[src/rtl/i2c_slave_byte_ctrl.sv]
// Byte-level I2C slave: START/STOP detection, address match, write/read byte sequencing.
// Optional macro I2C_GENERAL_CALL_EN: ACK address byte 0x00 (general call write).
module i2c_slave_byte_ctrl (
  input  logic       clk_i,
  input  logic       rst_n_i,
  input  logic       sda_filt_i,
  input  logic       scl_filt_i,
  input  logic [6:0] slave_addr_i,
  output logic       sda_oe_o,
  output logic       busy_o,
  output logic       start_o,
  output logic       stop_o,
  output logic [7:0] rx_data_o,
  output logic       rx_valid_o,
  input  logic       rx_ready_i,
  output logic       rx_first_o,
  input  logic [7:0] tx_data_i,
  output logic       tx_ack_o,
  output logic       ovf_o
);

  typedef enum logic [2:0] {
    IDLE      = 3'd0,
    ADDR      = 3'd1,
    ADDR_ACK  = 3'd2,
    WR_DATA   = 3'd3,
    WR_ACK    = 3'd4,
    RD_DATA   = 3'd5,
    RD_ACK    = 3'd6,
    WAIT_STOP = 3'd7
  } state_t;

  state_t     state, state_d;
  logic       scl_q, sda_q;
  logic [3:0] bit_cnt, bit_cnt_d;
  logic [7:0] shift_q, shift_d;
  logic [7:0] tx_shift, tx_shift_d;
  logic       addr_match, addr_match_d;
  logic       first_flag, first_d;
  logic       master_ack, master_ack_d;
  logic       sda_oe_d, busy_d, start_d, stop_d;
  logic [7:0] rx_data_d;
  logic       rx_valid_d, rx_first_d, tx_ack_d, ovf_d;

  logic scl_rise, scl_fall, start_cond, stop_cond, addr_hit;

  assign scl_rise   = !scl_q && scl_filt_i;
  assign scl_fall   = scl_q && !scl_filt_i;
  assign start_cond = scl_q && scl_filt_i && sda_q && !sda_filt_i;
  assign stop_cond  = scl_q && scl_filt_i && !sda_q && sda_filt_i;

  // Evaluated on the 8th address rise: shift_q[6:0] holds the address, sda_filt_i is R/W.
  always_comb begin
`ifdef I2C_GENERAL_CALL_EN
    if (shift_q[6:0] == 7'd0) addr_hit = !sda_filt_i;
    else                      addr_hit = (shift_q[6:0] == slave_addr_i);
`else
    addr_hit = (shift_q[6:0] == slave_addr_i);
`endif
  end

  // rx handshake: rx_valid_o rises with a new byte and holds until sampled with
  // rx_ready_i high at a clock edge; a new byte arrives only while rx_valid_o is low.
  always_comb begin
    state_d      = state;
    bit_cnt_d    = bit_cnt;
    shift_d      = shift_q;
    tx_shift_d   = tx_shift;
    addr_match_d = addr_match;
    first_d      = first_flag;
    master_ack_d = master_ack;
    sda_oe_d     = sda_oe_o;
    busy_d       = busy_o;
    start_d      = 1'b0;
    stop_d       = 1'b0;
    rx_data_d    = rx_data_o;
    rx_valid_d   = rx_valid_o && !rx_ready_i;
    rx_first_d   = rx_first_o;
    tx_ack_d     = 1'b0;
    ovf_d        = 1'b0;

    if (start_cond) begin
      state_d   = ADDR;
      bit_cnt_d = 4'd0;
      sda_oe_d  = 1'b0;
      busy_d    = 1'b1;
      start_d   = 1'b1;
    end else if (stop_cond) begin
      state_d  = IDLE;
      sda_oe_d = 1'b0;
      busy_d   = 1'b0;
      stop_d   = 1'b1;
    end else begin
      case (state)
        ADDR: begin
          if (scl_rise && bit_cnt != 4'd8) begin
            shift_d   = {shift_q[6:0], sda_filt_i};
            bit_cnt_d = bit_cnt + 4'd1;
            if (bit_cnt == 4'd7) addr_match_d = addr_hit;
          end else if (scl_fall && bit_cnt == 4'd8) begin
            if (addr_match) begin
              sda_oe_d = 1'b1;
              state_d  = ADDR_ACK;
            end else begin
              sda_oe_d = 1'b0;
              state_d  = WAIT_STOP;
            end
          end
        end
        ADDR_ACK: begin
          if (scl_fall) begin
            if (!shift_q[0]) begin
              sda_oe_d  = 1'b0;
              bit_cnt_d = 4'd0;
              first_d   = 1'b1;
              state_d   = WR_DATA;
            end else begin
              tx_shift_d = tx_data_i;
              tx_ack_d   = 1'b1;
              sda_oe_d   = !tx_data_i[7];
              bit_cnt_d  = 4'd1;
              state_d    = RD_DATA;
            end
          end
        end
        WR_DATA: begin
          if (scl_rise && bit_cnt != 4'd8) begin
            shift_d   = {shift_q[6:0], sda_filt_i};
            bit_cnt_d = bit_cnt + 4'd1;
          end else if (scl_fall && bit_cnt == 4'd8) begin
            if (!rx_valid_o) begin
              rx_data_d  = shift_q;
              rx_valid_d = 1'b1;
              rx_first_d = first_flag;
              first_d    = 1'b0;
              sda_oe_d   = 1'b1;
              state_d    = WR_ACK;
            end else begin
              sda_oe_d = 1'b0;
              ovf_d    = 1'b1;
              state_d  = WAIT_STOP;
            end
          end
        end
        WR_ACK: begin
          if (scl_fall) begin
            sda_oe_d  = 1'b0;
            bit_cnt_d = 4'd0;
            state_d   = WR_DATA;
          end
        end
        RD_DATA: begin
          // bit_cnt counts bits already placed on SDA
          if (scl_fall) begin
            if (bit_cnt == 4'd8) begin
              sda_oe_d     = 1'b0;
              master_ack_d = 1'b0;
              state_d      = RD_ACK;
            end else begin
              sda_oe_d   = !tx_shift[6];
              tx_shift_d = {tx_shift[6:0], 1'b0};
              bit_cnt_d  = bit_cnt + 4'd1;
            end
          end
        end
        RD_ACK: begin
          if (scl_rise) begin
            master_ack_d = !sda_filt_i;
            if (sda_filt_i) state_d = WAIT_STOP;
          end else if (scl_fall && master_ack) begin
            tx_shift_d = tx_data_i;
            tx_ack_d   = 1'b1;
            sda_oe_d   = !tx_data_i[7];
            bit_cnt_d  = 4'd1;
            state_d    = RD_DATA;
          end
        end
        WAIT_STOP: sda_oe_d = 1'b0;
        default: ;
      endcase
    end
  end

  always_ff @(posedge clk_i) begin
    if (!rst_n_i) begin
      state      <= IDLE;
      scl_q      <= 1'b1;
      sda_q      <= 1'b1;
      bit_cnt    <= 4'd0;
      shift_q    <= 8'h00;
      tx_shift   <= 8'h00;
      addr_match <= 1'b0;
      first_flag <= 1'b0;
      master_ack <= 1'b0;
      sda_oe_o   <= 1'b0;
      busy_o     <= 1'b0;
      start_o    <= 1'b0;
      stop_o     <= 1'b0;
      rx_data_o  <= 8'h00;
      rx_valid_o <= 1'b0;
      rx_first_o <= 1'b0;
      tx_ack_o   <= 1'b0;
      ovf_o      <= 1'b0;
    end else begin
      state      <= state_d;
      scl_q      <= scl_filt_i;
      sda_q      <= sda_filt_i;
      bit_cnt    <= bit_cnt_d;
      shift_q    <= shift_d;
      tx_shift   <= tx_shift_d;
      addr_match <= addr_match_d;
      first_flag <= first_d;
      master_ack <= master_ack_d;
      sda_oe_o   <= sda_oe_d;
      busy_o     <= busy_d;
      start_o    <= start_d;
      stop_o     <= stop_d;
      rx_data_o  <= rx_data_d;
      rx_valid_o <= rx_valid_d;
      rx_first_o <= rx_first_d;
      tx_ack_o   <= tx_ack_d;
      ovf_o      <= ovf_d;
    end
  end

endmodule

[config.mk]
export PLATFORM = sky130hd
export DESIGN_NAME = i2c_slave_byte_ctrl
export DESIGN_NICKNAME = d
export VERILOG_FILES = /design/src/rtl/i2c_slave_byte_ctrl.sv
export SDC_FILE = /design/constraint.sdc
export NUM_CORES = 1
export LEC_CHECK = 0
export ABC_CLOCK_PERIOD_IN_PS = 2500
export CAP_MARGIN = 20
export CORE_MARGIN = 2
export CORE_UTILIZATION = 35
export DETAILED_ROUTE_END_ITERATION = 10
export SLEW_MARGIN = 20
export SYNTH_ARGS = -nofsm -noshare
export SYNTH_HDL_FRONTEND = slang
export SYNTH_SLANG_ARGS = --single-unit
[constraint.sdc]
create_clock -name clk_i -period 2.5 [get_ports clk_i]
set_input_delay 0.75 -clock clk_i [delete_from_list [all_inputs] [get_ports clk_i]]
set_output_delay 0.75 -clock clk_i [all_outputs]
set_load 0.005 [all_outputs]
==> results.toml, run 1 <==
[outcome]
outcome = "finished clean"

[clock_network]
cts_inserted_buffers = 5
cts_tree = "done"
root_buffer = "clkbuf_8"
cts_setup_buffers = 0
cts.reportedPaths.clkPinSlew_ns = 0.08
htreeDepth = 2
clk_latency_ns = 0.30
clock-sinks = 43
cts_max_path_buffers = 2

[global_route]
grt_pass1_vias = 1905
antenna_found_initial = 0
grt_max_degree = 22
grtUsageTotal_pct = 16.2
grt-ovfl-total = 0
grt_pass1_wl_mm = 9.32

[power_and_ir_drop]
p_clk_share_pct = 39.0
peakVddDrop_mv = 0.329
p_seq_share_pct = 44.4
p_sw_share_pct = 25.1
p_comb_share_pct = 16.6
power.density_nw_per_um2 = 553
p_int_mw = 1.24
power.leakage_nw = 1.12
p_sw_mw = 0.414

[floorplan]
fp.dieArea_um2 = 7080
die_width_um = 84.2
rows = 29
ios = 36
initial_core_util_pct = 35.8
die_h_um = 84.2
core_area_um2 = 6280

[worst_setup_path]
reg2regPathDepth = 5
worstReg2RegStart = "state[0]$_SDFFE_PN0P_"
crit_path_start_kind = "input pin"
worstSetupEndpointType = "flop"
crit_type = "input pin to flop"
arrival_ns = 2.59
path_max_fanout = 9
r2r-end = "bit_cnt[2]$_SDFFE_PP0P_"
r2r_slack_ns = 0.54
cp_data_required_time_ns = 2.74

[placed_design]
gp_congestion = 0.874
pre_cts_ws_ns = -0.165
portBuffers = 35
dp_cells = 384
hpwl_mm = 4.09

[routing]
drtPass1Iterations = 4
viasPerCell = 5.25
wire_per_inst_um = 14.2
drt-total-wl_mm = 5.56
num_vias = 2059
drc = 0
drtIter0Drc = 150
postRouteAntennaNets = 0

[sta]
worst_slack_ns = 0.147
whs_ns = 0.476
setup-violations-final = 0
hold_viol = 0
max_slew_margin_pct = 68.2
worst_pin_slew_ns = 0.476
fmax_mhz = 425
fin_skew_ns = 0.00517
period_needed_ns = 2.35
fin_crit_sh_pct = 94.1
rsz0062_at_grt = "no"
maxSlewViolCount = 0

[finish]
layout-drive-gt1-share_pct = 15.6
layout.cells.non_filler = 392
syn2layout_area_growth_pct = 32.8
finalNetCount = 336
diodes = 0

[synth]
ys_ff_latch = 43
synth_top_area_cell = "dfxtp_1"
synthCells = 258
yosysUniqueCellTypes = 56
ys_seq_area_share_pct = 38.3
ys.flop_type = "dfxtp_1"
ys_top_cells_by_area = "dfxtp_1 (38%), mux2i_1 (8.9%), nor2_1 (6.0%)"
ys_async_sr_fraction_pct = 0
syn_avg_cell_area_um2 = 8.72
yosys_warnings = 0
ys_top_cells_by_count = "dfxtp_1 (43), nor2_1 (36), mux2i_1 (20)"
synth_nets = 280
yosysMostFrequentCell = "dfxtp_1"
synth_edf_count = 0
yosysTopAreaCellShare_pct = 38.3
syn_area_um2 = 2250

[worst_hold_path]
min_from = "busy_o$_SDFFE_PN0N_"
min_delay_worst_endpoint = "busy_o$_SDFFE_PN0N_"
holdPathStages = 2
min_path_type = "flop to flop"

[job]
maxCapViolCount = 0
-- stage by stage --
step	power [mW]	util (%)	cell area, um2	setup TNS (ns)
after global placement	1.02	45.4	2850	-2.03
final	1.65	47.6	2990	0
after CTS	1.67	47.5	2980	0
after global routing	1.73	47.6	2990	0
after detailed placement	1.02	45.4	2850	-2.37
after floorplan	0.909	-	2250	0
-- worst max-delay path by stage --
stage	endpoint	cells past startpoint	start	slack, ns
2_1_floorplan	bit_cnt[2]$_SDFFE_PP0P_	6	scl_filt_i	0.44
3_3_place_gp	state[0]$_SDFFE_PN0P_	6	scl_filt_i	-0.13
4_1_cts	state[0]$_SDFFE_PN0P_	6	scl_filt_i	0.15
5_1_grt	bit_cnt[0]$_SDFFE_PP0P_	6	scl_filt_i	0.008
6_report	bit_cnt[2]$_SDFFE_PP0P_	6	scl_filt_i	0.15
3_5_place_dp	bit_cnt[0]$_SDFFE_PP0P_	6	scl_filt_i	-0.16
-- routing by layer --
layer	part of all wire, %	up-vias	GRT usage (%)
met5	0	-	0
met4	2.4	0	6.45
met3	4.3	10	3.64
met2	44	51	23.0
met1	49	957	23.7
li1	-	1041	-
-- sequential cells by signal, indices dropped and copies added (netlist names), 3 cells and up --
signal and cells:
bit_cnt 4, rx_data_o 8, shift_q 8, state 3, tx_shift 7
-- cells by family (layout without fill, tap and decap cells) --
logic type,Yosys count,after routing,synth area share [%]
buf+inv,23,80,5.01
simple gates,111,111,26.4
compound gates,50,50,16.7
xor+xnor,8,8,3.11
mux,21,21,9.40
fa+ha+maj,2,2,1.11
flops,43,43,38.3
-- layout by cell type (no fill, tap or decap), types with 2 or more instances in the layout --
cell             instances
clkbuf_8                 5
nor2_1                  36
mux2i_1                 20
xor2_1                   4
nand2b_1                13
nand3_1                 15
inv_1                    7
a311oi_1                 4
o21ai_1                  5
nand3b_1                 3
nor4_1                   4
nor3_1                   2
a311oi_2                 3
bufinv_16                2
o21ai_0                  5
buf_4                   28
xnor2_1                  4
or3b_1                   2
and3_1                   2
nand2_1                 16
or4_1                    3
and3b_1                  3
ha_1                     2
a21oi_1                 13
clkdlybuf4s50_1         35
nand4_1                  2
a211oi_1                 3
dfxtp_1                 43
-- worst max-delay path: stages --
cell and delay [ns]:
clkdlybuf4s50_1 0.54, and2b_1 0.34, nand3_1 0.14, a31o_4 0.28, or4_1 0.46, o21ai_1 0.08
-- area by class of cell --
class                      count  area, um2
inverter                       8       30.0
fill                         618       3290
sequential                    43        861
timing repair buffer          64        581
clock inverter                 2       60.1
clock buffer                   6       72.6
multi-input combinational    192       1290
tap                           77       96.3
-- repair_timing --
item,CTS,global route
hold buffers,0,0
setup endpoints to repair,0,2
resized for setup,0,1
-- power by group through the flow --
stage / Clock (mW) / Sequential [mW] / Combinational [mW]
after floorplan: 0 / 0.729 / 0.180
after global placement: 0 / 0.749 / 0.271
after detailed placement: 0 / 0.749 / 0.271
after CTS: 0.660 / 0.733 / 0.272
after global routing: 0.688 / 0.739 / 0.303
final: 0.645 / 0.734 / 0.274
No activity file was read; power rests on OpenSTA's default activity.
==> run 2: changes to the inputs <==
- ABC_CLOCK_PERIOD_IN_PS: 2500 -> 1920
- SETUP_SLACK_MARGIN: unset -> 0.2
- clock period: 2.5 -> 1.92 ns (I/O delays scaled with it)
==> run 2 against run 1 <==
  * Global-route usage grew 0.81 points
  * Register-to-register slack lost 0.39 ns
  * Hold slack lost 0.0036 ns
  * Design area grew 13%
  * Largest power group unchanged
==> results.toml, run 2 (same netlist as run 1, synthesis figures left out) <==
[floorplan]
ios = 36
fp.dieArea_um2 = 7080
rows = 29
die_width_um = 84.2
die_h_um = 84.2
core_area_um2 = 6280
initial_core_util_pct = 35.8

[clock_network]
clock-sinks = 43
cts_tree = "done"
cts_inserted_buffers = 5
holdBufCountCts = 0
htreeDepth = 2
cts.reportedPaths.clkPinSlew_ns = 0.09
clk_latency_ns = 0.31
cts_max_path_buffers = 2
root_buffer = "clkbuf_8"

[sta]
max_slew_margin_pct = 73.9
fmax_mhz = 565
rsz0062_at_grt = "yes"
worst_pin_slew_ns = 0.390
hold_viol = 0
period_needed_ns = 1.77
fin_crit_sh_pct = 92.2
maxSlewViolCount = 0
setup-violations-final = 0
fin_skew_ns = 0.00656

[finish]
syn2layout_area_growth_pct = 50.6
final_common_cell = "buf_4"
diodes = 0
layout-drive-gt1-share_pct = 33.9
final_cell_mix = "buf_4 (45), nor2_1 (34), dfxtp_1 (29)"
finalNetCount = 360
layout.cells.non_filler = 416
design_area_um2 = 3390
top_regs = "rx_data_o x8, shift_q x8, tx_shift x7"

[routing]
num_vias = 2241
drt-total-wl_mm = 6.39
drtPass1Iterations = 5
wire_per_inst_um = 15.4
viasPerCell = 5.39
postRouteAntennaNets = 0
drc = 0
drtIter0Drc = 127

[worst_setup_path]
crit_type = "flop to flop"
worstReg2RegStart = "rx_valid_o$_SDFF_PN0_"
arrival_ns = 1.97
cp_data_required_time_ns = 2.12
worstSetupEndpointType = "flop"
startpoint = "rx_valid_o$_SDFF_PN0_"
path_max_fanout = 5
crit_path_start_kind = "flop"

[power_and_ir_drop]
p_total_mw = 2.09
power.density_nw_per_um2 = 616
power.leakage_nw = 1.45
peakVddDrop_mv = 0.380

[global_route]
grt_pass1_wl_mm = 9.65
grt-ovfl-total = 0
grtUsageTotal_pct = 17.0
grt_max_degree = 22
antenna_found_initial = 0
grt_pass1_vias = 1971

[job]
maxCapViolCount = 0

[outcome]
outcome = "finished clean"

[placed_design]
dp_cells = 386
portBuffers = 35
hpwl_mm = 4.17
dpl_cell_area_um2 = 2910
gp_congestion = 0.931

[worst_hold_path]
min_path_type = "flop to flop"
min_from = "busy_o$_SDFFE_PN0N_"
run 2: cell type report:
cell class	count	area (um2)
Fill cell	580	2890
Multi-Input combinational cell	192	1460
Sequential cell	43	886
Timing Repair Buffer	88	817
Tap cell	77	96.3
Clock buffer	6	82.6
Inverter	8	32.5
Clock inverter	2	16.3
run 2: per-layer routing:
layer | track usage, % | share of wire, %
met1 | 23.7 | 44
met2 | 26.4 | 48
met3 | 3.64 | 5.9
met4 | 5.43 | 2.1
met5 | 0 | 0
run 2: stage by stage:
stage	setup TNS [ns]	utilization, %	hold slack [ns]	setup slack, ns
after CTS	0	49.7	0.477	0.197
after floorplan	0	-	0.451	0.0331
after global placement	-11.68	46.4	0.462	-0.457
after global routing	0	54.0	0.501	0.0729
final	0	54.0	0.473	0.150
after detailed placement	-12.28	46.4	0.467	-0.493
run 2: repair_timing:
action / CTS / global route
pin swaps: 6 / 9
resized for setup: 34 / 39
endpoints found under the hold margin: 0 / 0
setup endpoints to repair: 41 / 42
gates cloned: 0 / 2
setup buffers: 11 / 9
run 2: critical path: stages (launching register included):
cell,delay [ns]
dfxtp_4,0.35
buf_6,0.12
or3b_4,0.41
nor3b_4,0.33
clkbuf_16,0.22
mux2i_1,0.17
nor2_1,0.06
run 2: report_power, final:
| group | total (mW) | switching [mW] | internal [mW] | leakage (nW) |
|---|---|---|---|---|
| Combinational | 0.506 | 0.254 | 0.251 | 1.05 |
| Clock | 0.638 | 0.344 | 0.294 | 0.0474 |
| Sequential | 0.941 | 0.0278 | 0.914 | 0.355 |
run 2: path summary, 6_finish.rpt:
kind / cells after the start / endpoint / slack [ns]
worst max-delay path: 6 / rx_data_o[4]$_SDFFE_PN0P_ / 0.15
worst min-delay path: 2 / busy_o$_SDFFE_PN0N_ / 0.47
worst max register to register: 6 / rx_data_o[4]$_SDFFE_PN0P_ / 0.15
worst min register to register: 2 / busy_o$_SDFFE_PN0N_ / 0.47
==> run 3: changes to the inputs <==
- CORE_UTILIZATION: 35 -> 48
- PLACE_DENSITY: unset -> 0.76
==> run 3 against run 2 <==
  * Design area up 0.26%
  * Combinational power up 2%
  * Die area down 26%
  * Highest routed layer unchanged
  * Critical path type unchanged
  * Worst setup slack worse by 0.0021 ns
==> results.toml, run 3 (same netlist as run 1, synthesis figures left out) <==
[clock_network]
cts.reportedPaths.clkPinSlew_ns = 0.09
holdBufCountCts = 0
cts_tree = "done"
cts_max_path_buffers = 2
clk_latency_ns = 0.30
root_buffer = "clkbuf_8"
cts_inserted_buffers = 5
htreeDepth = 2
clock-sinks = 43

[routing]
drtIter0Drc = 222
viasPerCell = 6.05
wire_per_inst_um = 17.9
drt-total-wl_mm = 7.06
postRouteAntennaNets = 0
num_vias = 2390
drc = 0
drtPass1Iterations = 5

[global_route]
antenna_found_initial = 0
grt_pass1_vias = 2158
grt_pass1_wl_mm = 10.4
grt_max_degree = 19
grt-ovfl-total = 0
grtUsageTotal_pct = 25.6

[sta]
maxSlewViolCount = 0
fin_crit_sh_pct = 92.3
worst_pin_slew_ns = 0.317
period_needed_ns = 1.77
hold_viol = 0
rsz0062_at_grt = "yes"
setup-violations-final = 0
fin_skew_ns = 0.00646
setup_tns_ns = 0
max_slew_margin_pct = 78.6
fmax_mhz = 564

[finish]
syn2layout_area_growth_pct = 50.9
final_common_cell = "buf_4"
diodes = 0
top_regs = "rx_data_o x8, shift_q x8, tx_shift x7"
fillers = 295
final_cell_mix = "buf_4 (51), nor2_1 (32), dfxtp_1 (29)"
finalNetCount = 365
seqCellArea_um2 = 891
multi_input_area_um2 = 1450
layout-drive-gt1-share_pct = 35.3
design_area_um2 = 3400

[power_and_ir_drop]
power.leakage_nw = 1.42
peakVddDrop_mv = 0.421
power.density_nw_per_um2 = 637
p_int_mw = 1.55
p_clk_share_pct = 32.2
p_sw_mw = 0.607
p_seq_share_pct = 43.9
p_comb_share_pct = 24.0
p_sw_share_pct = 28.1

[worst_setup_path]
path_max_fanout = 8
max_stage_delay_ns = 0.46
reg2regPathDepth = 6
path_buf_inv = 1
arrival_ns = 2.01
worstSetupEndpointType = "flop"
r2r-end = "bit_cnt[3]$_SDFFE_PP0P_"
worstReg2RegStart = "state[0]$_SDFFE_PN0P_"
cp_data_required_time_ns = 2.15
cpMaxStageDelayCell = "or4_1"
r2r_slack_ns = 0.15
crit_chain = "buf_12 > and4bb_1 > o21ai_2 > a31o_4 > or4_1 > a21oi_1"
crit_path_start_kind = "flop"
crit_type = "flop to flop"
cp_top_family = "simple AND/OR/NAND/NOR gates"

[floorplan]
ios = 36
rows = 24
core_area_um2 = 4440
fp.dieArea_um2 = 5250
initial_core_util_pct = 50.6
die_h_um = 72.5
die_width_um = 72.5

[placed_design]
gp_congestion = 0.846
dpl_cell_area_um2 = 2950
portBuffers = 35
hpwl_mm = 4.20

[worst_hold_path]
min_path_type = "flop to flop"
min_from = "tx_shift[0]$_SDFFE_PN0P_"
min_delay_worst_endpoint = "tx_shift[0]$_SDFFE_PN0P_"
holdPathStages = 2

[outcome]
outcome = "finished clean"

[job]
maxCapViolCount = 0
-- run 3: layout make-up --
class	count	area share (%)
multi-input combinational	192	42.6
sequential	43	26.2
timing repair buffer	93	25.1
clock buffer	5	2.03
tap	52	1.92
clock inverter	2	1.11
inverter	8	0.995
-- run 3: power groups by stage --
stage | sequential, mW | combinational (mW) | clock (mW)
final | 0.948 | 0.518 | 0.696
after global routing | 0.951 | 0.553 | 0.744
after CTS | 0.944 | 0.455 | 0.706
after detailed placement | 0.962 | 0.420 | 0
after global placement | 0.962 | 0.413 | 0
after floorplan | 0.950 | 0.242 | 0
-- run 3: worst max-delay path by stage --
stage,startpoint,depth (start not counted),end,slack (ns)
final,state[0]$_SDFFE_PN0P_,6,bit_cnt[3]$_SDFFE_PP0P_,0.15
after global routing,bit_cnt[0]$_SDFFE_PP0P_,9,tx_shift[3]$_SDFFE_PN0P_,0.09
after CTS,state[0]$_SDFFE_PN0P_,6,rx_data_o[2]$_SDFFE_PN0P_,0.17
after detailed placement,scl_filt_i,6,bit_cnt[0]$_SDFFE_PP0P_,-0.58
after global placement,scl_filt_i,6,bit_cnt[2]$_SDFFE_PP0P_,-0.51
after floorplan,scl_filt_i,6,bit_cnt[2]$_SDFFE_PP0P_,0.03
-- run 3: what timing repair did --
item / 4_1_cts / 5_1_grt
setup buffers: 7 / 9
gates resized for setup: 31 / 47
pin swaps: 4 / 17
gates cloned: 1 / 1
endpoints found under the setup margin: 44 / 38
-- run 3: routing by layer --
metal  GRT usage, %  part of all wire (%)  vias to the layer above
li1               -                     -                     1101
met1           33.6                    43                     1152
met2           41.2                    47                      108
met3           6.53                   5.8                       29
met4           8.64                   4.2                        0
met5              0                     0                        -
-- run 3: worst register-to-register path, delay by kind of cell, from the launching register on --
family / cells / cell delay, ns
flops: 1 / 0.37
simple gates: 2 / 0.71
buf+inv: 1 / 0.13
compound gates: 3 / 0.49
-- run 3: stage by stage --
step                      setup WS, ns  total power [mW]  util (%)  instances  hold slack, ns
after floorplan                 0.0331              1.19         -        258           0.451
after global placement          -0.513              1.37      66.3        370           0.463
after CTS                        0.173              2.11      71.3        385           0.471
after global routing            0.0890              2.25      76.4        395           0.513
final                            0.148              2.16      76.4        395           0.486
after detailed placement        -0.580              1.38      66.3        370           0.474
